--- src/rtl/module_bcd_scheduler_pkg.sv ---
// rtl/module_bcd_scheduler_pkg.sv - shared state encoding and constants for the BCD scheduler
package module_bcd_scheduler_pkg;

  typedef enum logic [1:0] {
    IDLE   = 2'd0,
    LAUNCH = 2'd1,
    WAIT   = 2'd2,
    RESP   = 2'd3
  } state_t;

  // Blank/error code written into every digit of an aborted result
  localparam logic [3:0] BCD_ERR_DIGIT = 4'hF;

  localparam logic REQ0 = 1'b0;
  localparam logic REQ1 = 1'b1;

endpackage

--- src/rtl/module_bcd_scheduler_arbiter.sv ---
// rtl/module_bcd_scheduler_arbiter.sv - two-input round-robin grant (module_rr_arbiter2)
module module_rr_arbiter2 (
  input  logic req0,
  input  logic req1,
  input  logic last_grant,
  output logic grant_valid,
  output logic grant_id
);
  import module_bcd_scheduler_pkg::*;

  // On contention the requester that was not served last time wins
  always_comb begin
    grant_valid = req0 | req1;
    if (req0 && req1) begin
      grant_id = ~last_grant;
    end else if (req1) begin
      grant_id = REQ1;
    end else begin
      grant_id = REQ0;
    end
  end

endmodule

--- src/rtl/module_bcd_scheduler.sv ---
// rtl/module_bcd_scheduler.sv - shares one multi-cycle binary-to-BCD converter between two requesters
module module_bcd_scheduler #(
  parameter int WIDTH   = 8,
  parameter int DIGITS  = 3,
  parameter int TIMEOUT = 64
) (
  input  logic                  clk_i,
  input  logic                  rst_i,
  input  logic                  req0_i,
  input  logic [WIDTH-1:0]      bin0_i,
  output logic                  ack0_o,
  output logic [4*DIGITS-1:0]   bcd0_o,
  input  logic                  req1_i,
  input  logic [WIDTH-1:0]      bin1_i,
  output logic                  ack1_o,
  output logic [4*DIGITS-1:0]   bcd1_o,
  output logic                  conv_start_o,
  output logic [WIDTH-1:0]      conv_bin_o,
  input  logic                  conv_done_i,
  input  logic [4*DIGITS-1:0]   conv_bcd_i,
  output logic                  busy_o,
  output logic                  timeout_o
);
  import module_bcd_scheduler_pkg::*;

  localparam int CW = $clog2(TIMEOUT);
  localparam logic [CW-1:0] CNT_LAST = CW'(TIMEOUT - 1);

  state_t        state;
  state_t        state_next;
  logic          last_grant;
  logic          grant_id_q;
  logic [CW-1:0] cnt;
  logic          grant_valid;
  logic          grant_id;
  logic          wait_done;
  logic          wait_abort;

  module_rr_arbiter2 u_arb (
    .req0        (req0_i),
    .req1        (req1_i),
    .last_grant  (last_grant),
    .grant_valid (grant_valid),
    .grant_id    (grant_id)
  );

  // A done strobe in the final counted cycle still delivers real data
  assign wait_done  = (state == WAIT) && conv_done_i;
  assign wait_abort = (state == WAIT) && !conv_done_i && (cnt == CNT_LAST);

  always_ff @(posedge clk_i or posedge rst_i) begin
    if (rst_i) begin
      state <= IDLE;
    end else begin
      state <= state_next;
    end
  end

  always_comb begin
    state_next = state;
    case (state)
      IDLE:    if (grant_valid) state_next = LAUNCH;
      LAUNCH:  state_next = WAIT;
      WAIT:    if (wait_done || wait_abort) state_next = RESP;
      RESP:    state_next = IDLE;
      default: state_next = IDLE;
    endcase
  end

  always_ff @(posedge clk_i or posedge rst_i) begin
    if (rst_i) begin
      conv_bin_o <= '0;
      grant_id_q <= REQ0;
      last_grant <= REQ1;
      cnt        <= '0;
      bcd0_o     <= '0;
      bcd1_o     <= '0;
    end else begin
      case (state)
        IDLE: begin
          if (grant_valid) begin
            grant_id_q <= grant_id;
            conv_bin_o <= (grant_id == REQ1) ? bin1_i : bin0_i;
          end
        end
        LAUNCH: cnt <= '0;
        WAIT: begin
          if (wait_done) begin
            if (grant_id_q == REQ1) bcd1_o <= conv_bcd_i;
            else                    bcd0_o <= conv_bcd_i;
          end else if (wait_abort) begin
            if (grant_id_q == REQ1) bcd1_o <= {DIGITS{BCD_ERR_DIGIT}};
            else                    bcd0_o <= {DIGITS{BCD_ERR_DIGIT}};
          end else begin
            cnt <= cnt + 1'b1;
          end
        end
        RESP: last_grant <= grant_id_q;
        default: ;
      endcase
    end
  end

  always_comb begin
    conv_start_o = (state == LAUNCH);
    busy_o       = (state != IDLE);
    ack0_o       = (state == RESP) && (grant_id_q == REQ0);
    ack1_o       = (state == RESP) && (grant_id_q == REQ1);
    timeout_o    = wait_abort;
  end

endmodule

--- config.mk ---
export PLATFORM = sky130hd
export DESIGN_NAME = module_bcd_scheduler
export DESIGN_NICKNAME = d
export VERILOG_FILES = /design/src/rtl/module_bcd_scheduler_pkg.sv /design/src/rtl/module_bcd_scheduler_arbiter.sv /design/src/rtl/module_bcd_scheduler.sv
export SDC_FILE = /design/constraint.sdc
export NUM_CORES = 1
export LEC_CHECK = 0
export BUFFER_PORTS_ARGS = -buffer_cell sky130_fd_sc_hd__buf_2
export CAP_MARGIN = 20
export CORE_ASPECT_RATIO = 0.6
export CORE_MARGIN = 3
export CORE_UTILIZATION = 44
export DETAILED_ROUTE_END_ITERATION = 8
export PLACE_DENSITY = 0.77
export SYNTH_ARGS = -nofsm -noshare
export SYNTH_HDL_FRONTEND = slang
export SYNTH_HIERARCHICAL = 1
export SYNTH_SLANG_ARGS = --single-unit
--- constraint.sdc ---
create_clock -name clk_i -period 1.55 [get_ports clk_i]
set_clock_uncertainty 0.1 [all_clocks]
set_input_delay 0.155 -clock clk_i [delete_from_list [all_inputs] [get_ports clk_i]]
set_output_delay 0.155 -clock clk_i [all_outputs]
set_load 0.01 [all_outputs]
# Yosys cells after proc, flatten, opt, wreduce, memory -nomap -nowiden
# Index checks and enable logic that the tools add are counted.
# word_totals
mem_count	0
mem_bits_rw	0
output_inout_bits	37
latchBits	0
rom_bits	0
register_bits	42
# classes
addsub	1
n_eq_ne	12
n_reduce_logical	17
shifts	0
magnitude_cmp	0
mux	17
bitwise_logic	3
n_mul	0
div	0
# op_table
cell	n
$mux W12	8
$ne A2 B2 Y1 const B	7
$mux W6	2
$pmux W6 S2	1
$mux W8	1
$pmux W2 S4	1
$reduce_and A4 Y1	2
$add A6 B1 Y6 const B	1
$eq A6 B6 Y1 const B	1
$logic_and A1 B1 Y1	6
$reduce_bool A2 Y1	3
$eq A2 B2 Y1 const B	2
$mux W2	2
$reduce_and A2 Y1	2
$reduce_and A3 Y1	1
$eq A2 B1 Y1 const B	1
$logic_not A2 Y1	1
$mux W1	2
$ne A2 B1 Y1 const B	1
$not A1 Y1	2
$logic_not A1 Y1	1
$logic_or A1 B1 Y1	1
$or A1 B1 Y1	1

# Depth between registers and ports, before layout
# logic_depth
word_depth	6
depth_mapped	7

# Cells and area by module
# The synthesis kept the hierarchy.
# modules_own_cells
module	seq_area_each_um2	cells_each	n_inst	area_each_um2
module_bcd_scheduler	1052.3	151	1	1855.5
module_rr_arbiter2	0.0	2	1	13.8

# Worst setup path before layout
# Ideal clock, no wire load.
# synth_timing
path_type	reg2reg
start	register state[0]
end	register bcd0_o[0]
path_stages_with_launch	8
path_slack_ps	-99
setup_time_ps	65
arrival_ps	1484
n_path_buf	2
required_ps	1385
synth_period_minus_slack_ps	1649
cell_sequence	dfrtp_1 inv_1 ha_1 clkbuf_1 inv_1 nor3_4 buf_6 o22a_1
# synth_via
elab_chain_cells	5
# synth_lines
element	line_no	rtl
from (decl)	module_bcd_scheduler.sv:29	state_t state;
from (signal assigned)	module_bcd_scheduler.sv:55	state <= state_next;
$eq A2 B2 Y1 *	module_bcd_scheduler.sv:48, module_bcd_scheduler.sv:49, module_bcd_scheduler.sv:79	
$logic_and A1 B1 Y1 (2 in a row)	module_bcd_scheduler.sv:49	assign wait_abort = (state == WAIT) && !conv_done_i && (cnt == CNT_LAST);
$ne A2 B2 Y1 (no source line) / $reduce_bool A2 Y1 (equally long branches)	-	
$reduce_and A4 Y1 (no source line)	-	
to (signal assigned)	module_bcd_scheduler.sv:90	else bcd0_o <= conv_bcd_i;
to (signal assigned)	module_bcd_scheduler.sv:93	else bcd0_o <= {DIGITS{BCD_ERR_DIGIT}};
to (decl)	module_bcd_scheduler.sv:12	output logic [4*DIGITS-1:0] bcd0_o,
# Mark *: on every way between the ends. The rest lies on a longest branch, timed or not.
# A chain may end at the register's enable or synchronous reset.

# Worst setup path in the final report
# layout_timing
start	register cnt[0]
end	output port timeout_o
# layout_via
elab_chain_cells	2
# layout_lines
element	line_no	rtl
from (decl)	module_bcd_scheduler.sv:33	logic [CW-1:0] cnt;
from (signal assigned)	module_bcd_scheduler.sv:95	cnt <= cnt + 1'b1;
$eq A6 B6 Y1	module_bcd_scheduler.sv:49	
$logic_and A1 B1 Y1	module_bcd_scheduler.sv:49	
to (decl)	module_bcd_scheduler.sv:22	output logic timeout_o
# Every way passes these cells.

==> qor.csv <==
stage,metric,value,unit
logic_synthesis,Synth area leaders,"dfrtp_1 (55%), o22a_1 (11%), mux2i_1 (4.3%), ha_1 (4.0%), a21oi_1 (3.5%)",
worst_setup_path,Worst Setup Start Kind,flip-flop,
layout,n_diodes,0,
logic_synthesis,yosys warns,6,
power_and_ir_drop,Pwr Density,1938,mW/mm²
worst_setup_path,Critical Path RT,1.29,ns
worst_setup_path,slowest cell on the critical path,dfrtp_1,
sta,Setup WS post-layout,-0.1189,ns
power_and_ir_drop,total power,0.005064,W
status,failing checks,setup timing,
clock_network,number of buffers on the longest clock path,2,
layout,Area growth syn-to-layout,39.76,%
layout,Fill cells,304,
sta,fin crit share,1.077,
sta,RSZ-0062 raised after global routing,true,
clock_network,TritonCTS clock tree,built,
sta,setup TNS,-1.076,ns
sta,Rel. slew slack,0.5776,
grt,Tot GR Track Use,0.1880,
grt,grt ovf,0,
sta,Fmax achieved,599.2,MHz
logic_synthesis,cell taking the most area after synthesis,dfrtp_1,
sta,Final Setup Violations,24,
logic_synthesis,main combinational cell family by area after synthesis,compound AO/OA/AOI/OAI gates,
grt,antenna violations before repair,0,
clock_network,Root Buffer,clkbuf_8,
grt,largest net degree at the start of global routing,43,
sta,min cycle time layout,1.669,ns
grt,GR peak layer,met2,
clock_network,clk_lat worst skew,0.30,ns
grt,M3 GR Usage,0.05489,
sta,Final Hold Viols,0,
worst_setup_path,Critical Path Fanout Max,3,
worst_setup_path,WP data arrival,1.41,ns
logic_synthesis,xor/xnor share of the synthesized area,0,
logic_synthesis,Avg Inst Size Synth,12.22,µm²
logic_synthesis,Post-synth EDFFs,0,
die,die area,0.005092,mm²
detailed_routing,via count,1544,
logic_synthesis,async set-or-reset flop fraction in the synthesized netlist,1.000,
die,die width,90.15,µm
clock_network,clock sinks,42,
detailed_routing,number of routed nets with antenna violations,0,
die,cell row count,17,
detailed_routing,Avg WL per Cell,14.97,µm
logic_synthesis,"count leader, synth",dfrtp_1,
grt,met1 usage,0.2538,
die,core region area,0.003871,mm²
job,max_cap viols,0,
worst_setup_path,"Critical Path, Cell by Cell","ha_2, and4_4, nand2_2, nor3_2, buf_2",
detailed_routing,routed wire length,4537,µm
detailed_routing,Detailed Routing Iterations Pass 1,4,
worst_setup_path,CP endpoint kind,output port,
clock_network,Num CTS Buffers,5,
die,Initial Util,0.4829,
worst_hold_path,HP Class,primary input to flip-flop,
grt,Global Route met2 Usage,0.2919,
detailed_routing,drt drc,0,
layout,layout cells sized above 1,0.4919,
worst_setup_path,Crit Path Class,flip-flop to output port,
layout,Non-Filler Instances,303,
clock_network,H-tree depth,2,
place,placer congestion estimate,0.7832,
logic_synthesis,Post-synth top flop,dfrtp_1,
logic_synthesis,sequential fraction of the synthesis area,0.5629,
logic_synthesis,Adder-Cell Fraction of Synth Area,0.04016,
status,status,"finished, violations left",
clock_network,Clock Pin Slew Worst Setup and Hold Paths,0.08,ns
detailed_routing,initial drt markers,59,
logic_synthesis,area share of the largest cell type after synthesis,0.5489,
grt,vias in the first global route,1569,
place,Inst Count DP,284,
worst_setup_path,delay of the slowest critical-path stage,0.36,ns
logic_synthesis,post-synthesis mux area share,0.06091,
sta,actual slew at the worst max-slew pin,0.6299,ns
power_and_ir_drop,maximum VDD drop,1.067,mV
detailed_routing,via density per instance,5.096,
layout,# nets final,284,
logic_synthesis,simple-gate share of the synthesized area,0.09438,
logic_synthesis,Yosys reg bits,42,
die,Die H,56.49,µm
logic_synthesis,compound-cell area share of the yosys netlist,0.2062,
logic_synthesis,number of distinct library cells after synthesis,37,
die,Ports,70,
logic_synthesis,commonest cells in the netlist,"dfrtp_1 (41), o22a_1 (24), a21oi_1 (13)",
grt,global-route wire length before repair,7631,µm
place,DP Worst Slack,-0.2282,ns
place,post-DP HPWL,3222,µm
sta,max-slew violations,0,
logic_synthesis,"Cell Area, Synth",0.001869,mm²
power_and_ir_drop,total leakage power,1.190,nW
logic_synthesis,cells after synthesis,153,
place,PortBufs,69,
logic_synthesis,syn nets,192,
path summary, 6_finish.rpt:
path	start	end	slack, ns	cells after the start
worst min-delay path	conv_bcd_i[4]	bcd1_o[4]	0.004	2
max in group asynchronous	rst_i	last_grant	0.74	4
worst max-delay path	cnt[0]	timeout_o	-0.12	5
worst max register to register	cnt[0]	bcd0_o[4]	-0.08	6
min in group asynchronous	rst_i	bcd0_o[2]	0.34	4
worst min register to register	bcd1_o[10]	bcd1_o[10]	0.39	1
flip-flops by register name, summed over array words and instances (netlist names):
signal and cells:
bcd0_o 12, bcd1_o 12, cnt 6, conv_bin_o 8
grant_id_q 1, last_grant 1, state 2
through the flow:
| step | hold slack [ns] | util | area [µm²] |
|---|---|---|---|
| global route | 0.004040 | 0.6749 | 2613 |
| global placement | 0.1265 | 0.6092 | 2359 |
| CTS | 0.00004194 | 0.6538 | 2531 |
| floorplan | 0.2029 | - | 1878 |
| detailed placement | 0.1239 | 0.6092 | 2359 |
| finish | 0.004416 | 0.6749 | 2613 |
timing repair:
action / CTS / global route
endpoints found under the setup margin: 39 / 39
endpoints found under the hold margin: 42 / 0
resized for setup: 10 / 12
gates cloned: 0 / 0
pin swaps: 13 / 10
setup buffers: 4 / 5
hold buffers: 2 / 0
critical path, delay by kind of cell (launching register included):
| family | cells | cell delay [ns] |
|---|---|---|
| fa+ha+maj | 1 | 0.19 |
| buf+inv | 1 | 0.15 |
| flops | 1 | 0.36 |
| simple gates | 3 | 0.43 |
layout by cell type (no fill, tap or decap), types with 2 or more instances in the layout:
| master | instances |
|---|---|
| buf_4 | 18 |
| o21ai_0 | 2 |
| ha_1 | 2 |
| and2_1 | 3 |
| clkbuf_8 | 5 |
| o22a_1 | 24 |
| ha_4 | 3 |
| inv_1 | 2 |
| mux2_2 | 3 |
| nand3_1 | 3 |
| nor2_1 | 9 |
| buf_6 | 4 |
| inv_2 | 2 |
| a21oi_1 | 13 |
| nor2b_1 | 2 |
| buf_2 | 69 |
| mux2i_1 | 8 |
| dfrtp_1 | 40 |
| a41oi_1 | 2 |
| dlygate4sd3_1 | 2 |
| nand2_1 | 2 |
routing by layer:
| metal | part of all wire | vias up |
|---|---|---|
| li1 | - | 746 |
| met1 | 0.47 | 761 |
| met2 | 0.48 | 32 |
| met3 | 0.037 | 5 |
| met4 | 0.0097 | 0 |
| met5 | 0 | - |
cells by family after synthesis:
kind of cell	Yosys count
simple gates	30
flops	42
fa+ha+maj	6
compound gates	50
mux	11
buf+inv	14
final cells by class:
| type | count | area (µm²) | share of cell area |
|---|---|---|---|
| Clock inverter | 2 | 13.76 | 0.005268 |
| Inverter | 5 | 21.27 | 0.008142 |
| Timing Repair Buffer | 94 | 565.5 | 0.2165 |
| Clock buffer | 6 | 72.57 | 0.02778 |
| Tap cell | 57 | 71.32 | 0.02730 |
| Sequential cell | 42 | 1054 | 0.4033 |
| Multi-Input combinational cell | 97 | 814.5 | 0.3118 |
power by group:
| group | leakage (nW) | switching, W | internal (W) |
|---|---|---|---|
| combinational | 0.662 | 0.00121 | 0.00127 |
| clock | 0.0452 | 0.000378 | 0.000318 |
| sequential | 0.482 | 0.000295 | 0.00159 |
| total | 1.19 | 0.00188 | 0.00319 |
(Power assumes the default switching activity.)
